`src/rtl/and_unit_arbiter.sv`:
```
// and_unit_arbiter: shares one bitwise AND unit between NREQ requesters.
//
// Build option: ANDARB_FIXED_PRIO_EN
//   undefined (default) -> round-robin arbitration with a rotating pointer
//   defined             -> fixed priority, lowest set req index always wins
//
// Handshake: requester i raises req[i] with its operands on a_bus/b_bus and
// holds both until done[i]. req is sampled only while IDLE. A grant (gnt[i])
// is raised the cycle after sampling, done[i] pulses for exactly one cycle
// the cycle after that, together with result. Operands are latched at grant,
// so dropping req or changing operands after the grant has no effect. A req
// still high in the IDLE cycle that follows done is treated as a new request.
module and_unit_arbiter #(
  parameter int NREQ  = 4,
  parameter int WIDTH = 8
) (
  input  logic                    clk,
  input  logic                    rst_n,
  input  logic [NREQ-1:0]         req,
  input  logic [NREQ*WIDTH-1:0]   a_bus,
  input  logic [NREQ*WIDTH-1:0]   b_bus,
  output logic [NREQ-1:0]         gnt,
  output logic [NREQ-1:0]         done,
  output logic [WIDTH-1:0]        result,
  output logic                    busy
);

  localparam int PW = (NREQ > 1) ? $clog2(NREQ) : 1;

  typedef enum logic [1:0] {
    IDLE = 2'd0,
    EXEC = 2'd1,
    RESP = 2'd2
  } state_t;

  state_t            state_q, state_d;
  logic [NREQ-1:0]   gnt_q, gnt_d;
  logic [NREQ-1:0]   done_q, done_d;
  logic [WIDTH-1:0]  result_q, result_d;
  logic [WIDTH-1:0]  a_q, a_d;
  logic [WIDTH-1:0]  b_q, b_d;
`ifndef ANDARB_FIXED_PRIO_EN
  logic [PW-1:0]     ptr_q, ptr_d;
  logic [PW-1:0]     win_q, win_d;
`endif

  logic              found;
  logic [PW-1:0]     pick;
  logic [PW-1:0]     idx;
  logic [WIDTH-1:0]  a_sel;
  logic [WIDTH-1:0]  b_sel;

  // Arbiter: scan from the highest search offset down so the closest set
  // req bit (relative to the start point) is the last one written.
  always_comb begin
    found = 1'b0;
    pick  = '0;
    idx   = '0;
    for (int k = NREQ - 1; k >= 0; k--) begin
`ifdef ANDARB_FIXED_PRIO_EN
      idx = PW'(k);
`else
      idx = PW'((int'(ptr_q) + k) % NREQ);
`endif
      if (req[idx]) begin
        found = 1'b1;
        pick  = idx;
      end
    end
  end

  // Operand mux for the requester chosen by the arbiter.
  always_comb begin
    a_sel = '0;
    b_sel = '0;
    for (int i = 0; i < NREQ; i++) begin
      if (pick == PW'(i)) begin
        a_sel = a_bus[i*WIDTH +: WIDTH];
        b_sel = b_bus[i*WIDTH +: WIDTH];
      end
    end
  end

  // Next-state and datapath update for the IDLE -> EXEC -> RESP cycle.
  always_comb begin
    state_d  = state_q;
    gnt_d    = gnt_q;
    done_d   = done_q;
    result_d = result_q;
    a_d      = a_q;
    b_d      = b_q;
`ifndef ANDARB_FIXED_PRIO_EN
    ptr_d    = ptr_q;
    win_d    = win_q;
`endif
    case (state_q)
      IDLE: begin
        if (found) begin
          gnt_d   = {{(NREQ-1){1'b0}}, 1'b1} << pick;
          a_d     = a_sel;
          b_d     = b_sel;
`ifndef ANDARB_FIXED_PRIO_EN
          win_d   = pick;
`endif
          state_d = EXEC;
        end
      end
      EXEC: begin
        result_d = a_q & b_q;
        done_d   = gnt_q;
        state_d  = RESP;
      end
      RESP: begin
        done_d  = '0;
        gnt_d   = '0;
`ifndef ANDARB_FIXED_PRIO_EN
        ptr_d   = (win_q == PW'(NREQ - 1)) ? '0 : win_q + PW'(1);
`endif
        state_d = IDLE;
      end
      default: begin
        done_d  = '0;
        gnt_d   = '0;
        state_d = IDLE;
      end
    endcase
  end

  // State register; reset mid-operation drops everything without a done.
  always_ff @(posedge clk) begin
    if (!rst_n) begin
      state_q  <= IDLE;
      gnt_q    <= '0;
      done_q   <= '0;
      result_q <= '0;
      a_q      <= '0;
      b_q      <= '0;
`ifndef ANDARB_FIXED_PRIO_EN
      ptr_q    <= '0;
      win_q    <= '0;
`endif
    end else begin
      state_q  <= state_d;
      gnt_q    <= gnt_d;
      done_q   <= done_d;
      result_q <= result_d;
      a_q      <= a_d;
      b_q      <= b_d;
`ifndef ANDARB_FIXED_PRIO_EN
      ptr_q    <= ptr_d;
      win_q    <= win_d;
`endif
    end
  end

  assign gnt    = gnt_q;
  assign done   = done_q;
  assign result = result_q;
  assign busy   = (state_q != IDLE);

endmodule

```
`config.mk`:
```
export PLATFORM = sky130hd
export DESIGN_NAME = and_unit_arbiter
export DESIGN_NICKNAME = d
export VERILOG_FILES = /design/src/rtl/and_unit_arbiter.sv
export SDC_FILE = /design/constraint.sdc
export NUM_CORES = 1
export LEC_CHECK = 0
export ABC_AREA = 1
export BUFFER_PORTS_ARGS = -buffer_cell sky130_fd_sc_hd__buf_4
export CAP_MARGIN = 20
export CORE_UTILIZATION = 51
export CTS_BUF_LIST = sky130_fd_sc_hd__clkbuf_16
export DETAILED_ROUTE_END_ITERATION = 7
export PLACE_DENSITY = 0.84
export SYNTH_ARGS = -nofsm -noshare
export SYNTH_HDL_FRONTEND = slang
export SYNTH_SLANG_ARGS = --single-unit
export TNS_END_PERCENT = 20
```
`constraint.sdc`:
```
create_clock -name clk -period 5.5 [get_ports clk]
set_input_delay 1.1 -clock clk [delete_from_list [all_inputs] [get_ports clk]]
set_output_delay 1.1 -clock clk [all_outputs]
set_load 0.03 [all_outputs]
```
==> reports/results.ini <==
[synth]
postSynthAreaPerCell_sq_um=6.66
seq_area_frac_synth_pct=36.4
synth_seq_cells=38
synth_area_leader_cell=dfxtp_1
synth.cell_area_sq_um=2090
yosysUniqueCellTypes=26
synthTopCellsByArea=dfxtp_1, nand2_1, nand3_1
synth_top_area_share_pct=36.4
ys_warn_count=0
syn_inst=314
syn-num-nets=385

[die]
initial_core_util_pct=55.0
ioPinCount=87
die_w_um=66.0
dieArea_sq_um=4360
core_area_sq_um=3800
num_rows=22
die_h_um=66.0

[setup_path]
critical_path_arrival_ns=3.60
required_ns=5.65
end_kind=flop
r2r_slack_ns=2.35
path_max_fanout=21
worst_setup_path_start_kind=input port
criticalPathCategory=input port to flop

[clock_tree]
path_clk_slew_ns=0.05
post_cts_resized=0
cts_sinks=38
cts_made_buffers=5
clock_latency_ns=0.28
clk_path_buf_depth=2
cts_setup_buffers=0
htreeDepth=2
cts_tree=yes
cts_hold_buf=0
cts_root_buf=clkbuf_16

[placement]
port_buffers=86
gp_congestion=0.844
placed_cell_area_sq_um=2710
preCtsSetupSlack_ns=1.75
dpl.hpwl_um=4130

[hold_path]
min_path_type=flop to flop

[timing]
finalClockSkew_ns=0.00187
relSlewSlack_pct=48.4
worst_pin_slew_ns=0.773
holdWs_ns=0.457
rsz0062_at_grt=false
setup_slack_ns=2.05
finalCriticalPeriod_ns=3.45
timing.fmax_ghz=0.290
min_period_over_period_pct=62.7
slew_violations=0
setup-tns-final_ns=0
hold_violations=0
final-setup-viol-count=0

[global_route]
antenna_found_initial=0
grt_pass1_wl_um=8820
grt_max_degree=26
grt_overflow_total=0
globalRouteTotalUtil_pct=26.3
grt_pass1_vias=2026

[outcome]
run_status=complete, no violations

[power_and_ir_drop]
peakVddDrop_mv=0.179
leakage_nw=1.38
power_density_nw_per_um2=342

[detailed_routing]
dr_total_vias=2329
dr.pass1.iters=4
drc=0
via_per_inst=5.27
drtIter0Drc=163
post_drt_wl_per_cell_um=12.3
wirelength_um=5450
route.antenna.remaining_nets=0

[finish]
n_antenna_cell=0
final_cell_mix=nand2_1, buf_4, nand3_1
final_nets=464
final_common_cell=nand2_1
drive_above_1_share_pct=27.4
fin_util_pct=75.0
area.growth.synth_to_final_pct=36.3
final_design_area_no_fill_sq_um=2850
fillers=308

[run]
maxCapViolCount=0

-- kinds of logic (layout without fill, tap and decap cells) --
kind of cell / after synthesis / in the layout / share of synthesized area (%)
AO/OA/AOI/OAI: 56 / 56 / 14.8
adder cells (fa/ha/maj): 1 / 1 / 0.598
buffers and inverters: 42 / 122 / 9.34
flip-flops: 38 / 38 / 36.4
AND/OR/NAND/NOR: 177 / 177 / 38.9
-- registers in the layout, summed over array words and instances (netlist names) --
| register | flops |
|---|---|
| win_q | 2 |
| gnt | 4 |
| result | 8 |
| state_q | 2 |
| ptr_q | 2 |
| b_q | 8 |
| done | 4 |
| a_q | 8 |
-- critical path: stages --
cell      delay, ns
buf_4          0.11
inv_1          0.04
nand2_1        0.05
nand3_1        0.15
nand2_1        0.07
nand3_1        0.07
nand2_1        0.05
nand2_1        0.56
inv_1          0.41
nand2_2        0.30
clkinv_1       0.31
nand2_1        0.13
nand2_1        0.05
nor2_1         0.12
a21oi_1        0.06
-- stage by stage --
stage | power, mW | std cells
2_1_floorplan | 0.615 | 314
3_3_place_gp | 0.695 | 434
3_5_place_dp | 0.705 | 434
4_1_cts | 0.975 | 442
5_1_grt | 1.03 | 442
6_report | 0.973 | 442
-- synth_stat cells (all sizes together) --
library cell and n:
a21oi 22, nand4 13, clkbuf 5, a31oi 2, o31ai 1, inv 26
dfxtp 38, nand3 40, or2 1, nand2 104, a32o 4, clkinv 2
buf 9, o21ai 27, nor2 19, ha 1
-- report_power, final --
| part | internal (mW) | total, mW | switching [mW] |
|---|---|---|---|
| Clock | 0.165 | 0.269 | 0.104 |
| Combinational | 0.130 | 0.358 | 0.228 |
| Sequential | 0.321 | 0.347 | 0.0254 |
-- metal layers --
metal  track usage [%]  part of all wire [%]  vias to the layer above
met3              6.38                   5.7                        9
met2              46.4                    48                       86
met1              31.9                    45                     1034
met5                 0                     0                        -
met4              5.85                   1.2                        0
li1                  -                     -                     1200
-- final timing paths --
check,startpoint,end,cells after the start
setup / recovery,req[3],a_q[2],15
hold / removal,b_q[5],b_q[5],2
setup reg to reg,ptr_q[0],a_q[2],15
hold reg to reg,b_q[5],b_q[5],2
-- layout make-up --
cell class	count	area, sq um	area share (%)
inverter	28	108	3.78
clock inverter	3	16.3	0.571
clock buffer	5	125	4.39
timing repair buffer	86	646	22.7
multi-input combinational	234	1130	39.8
sequential	38	761	26.7
tap	48	60.1	2.11
No activity file was read; power rests on OpenSTA's default activity.
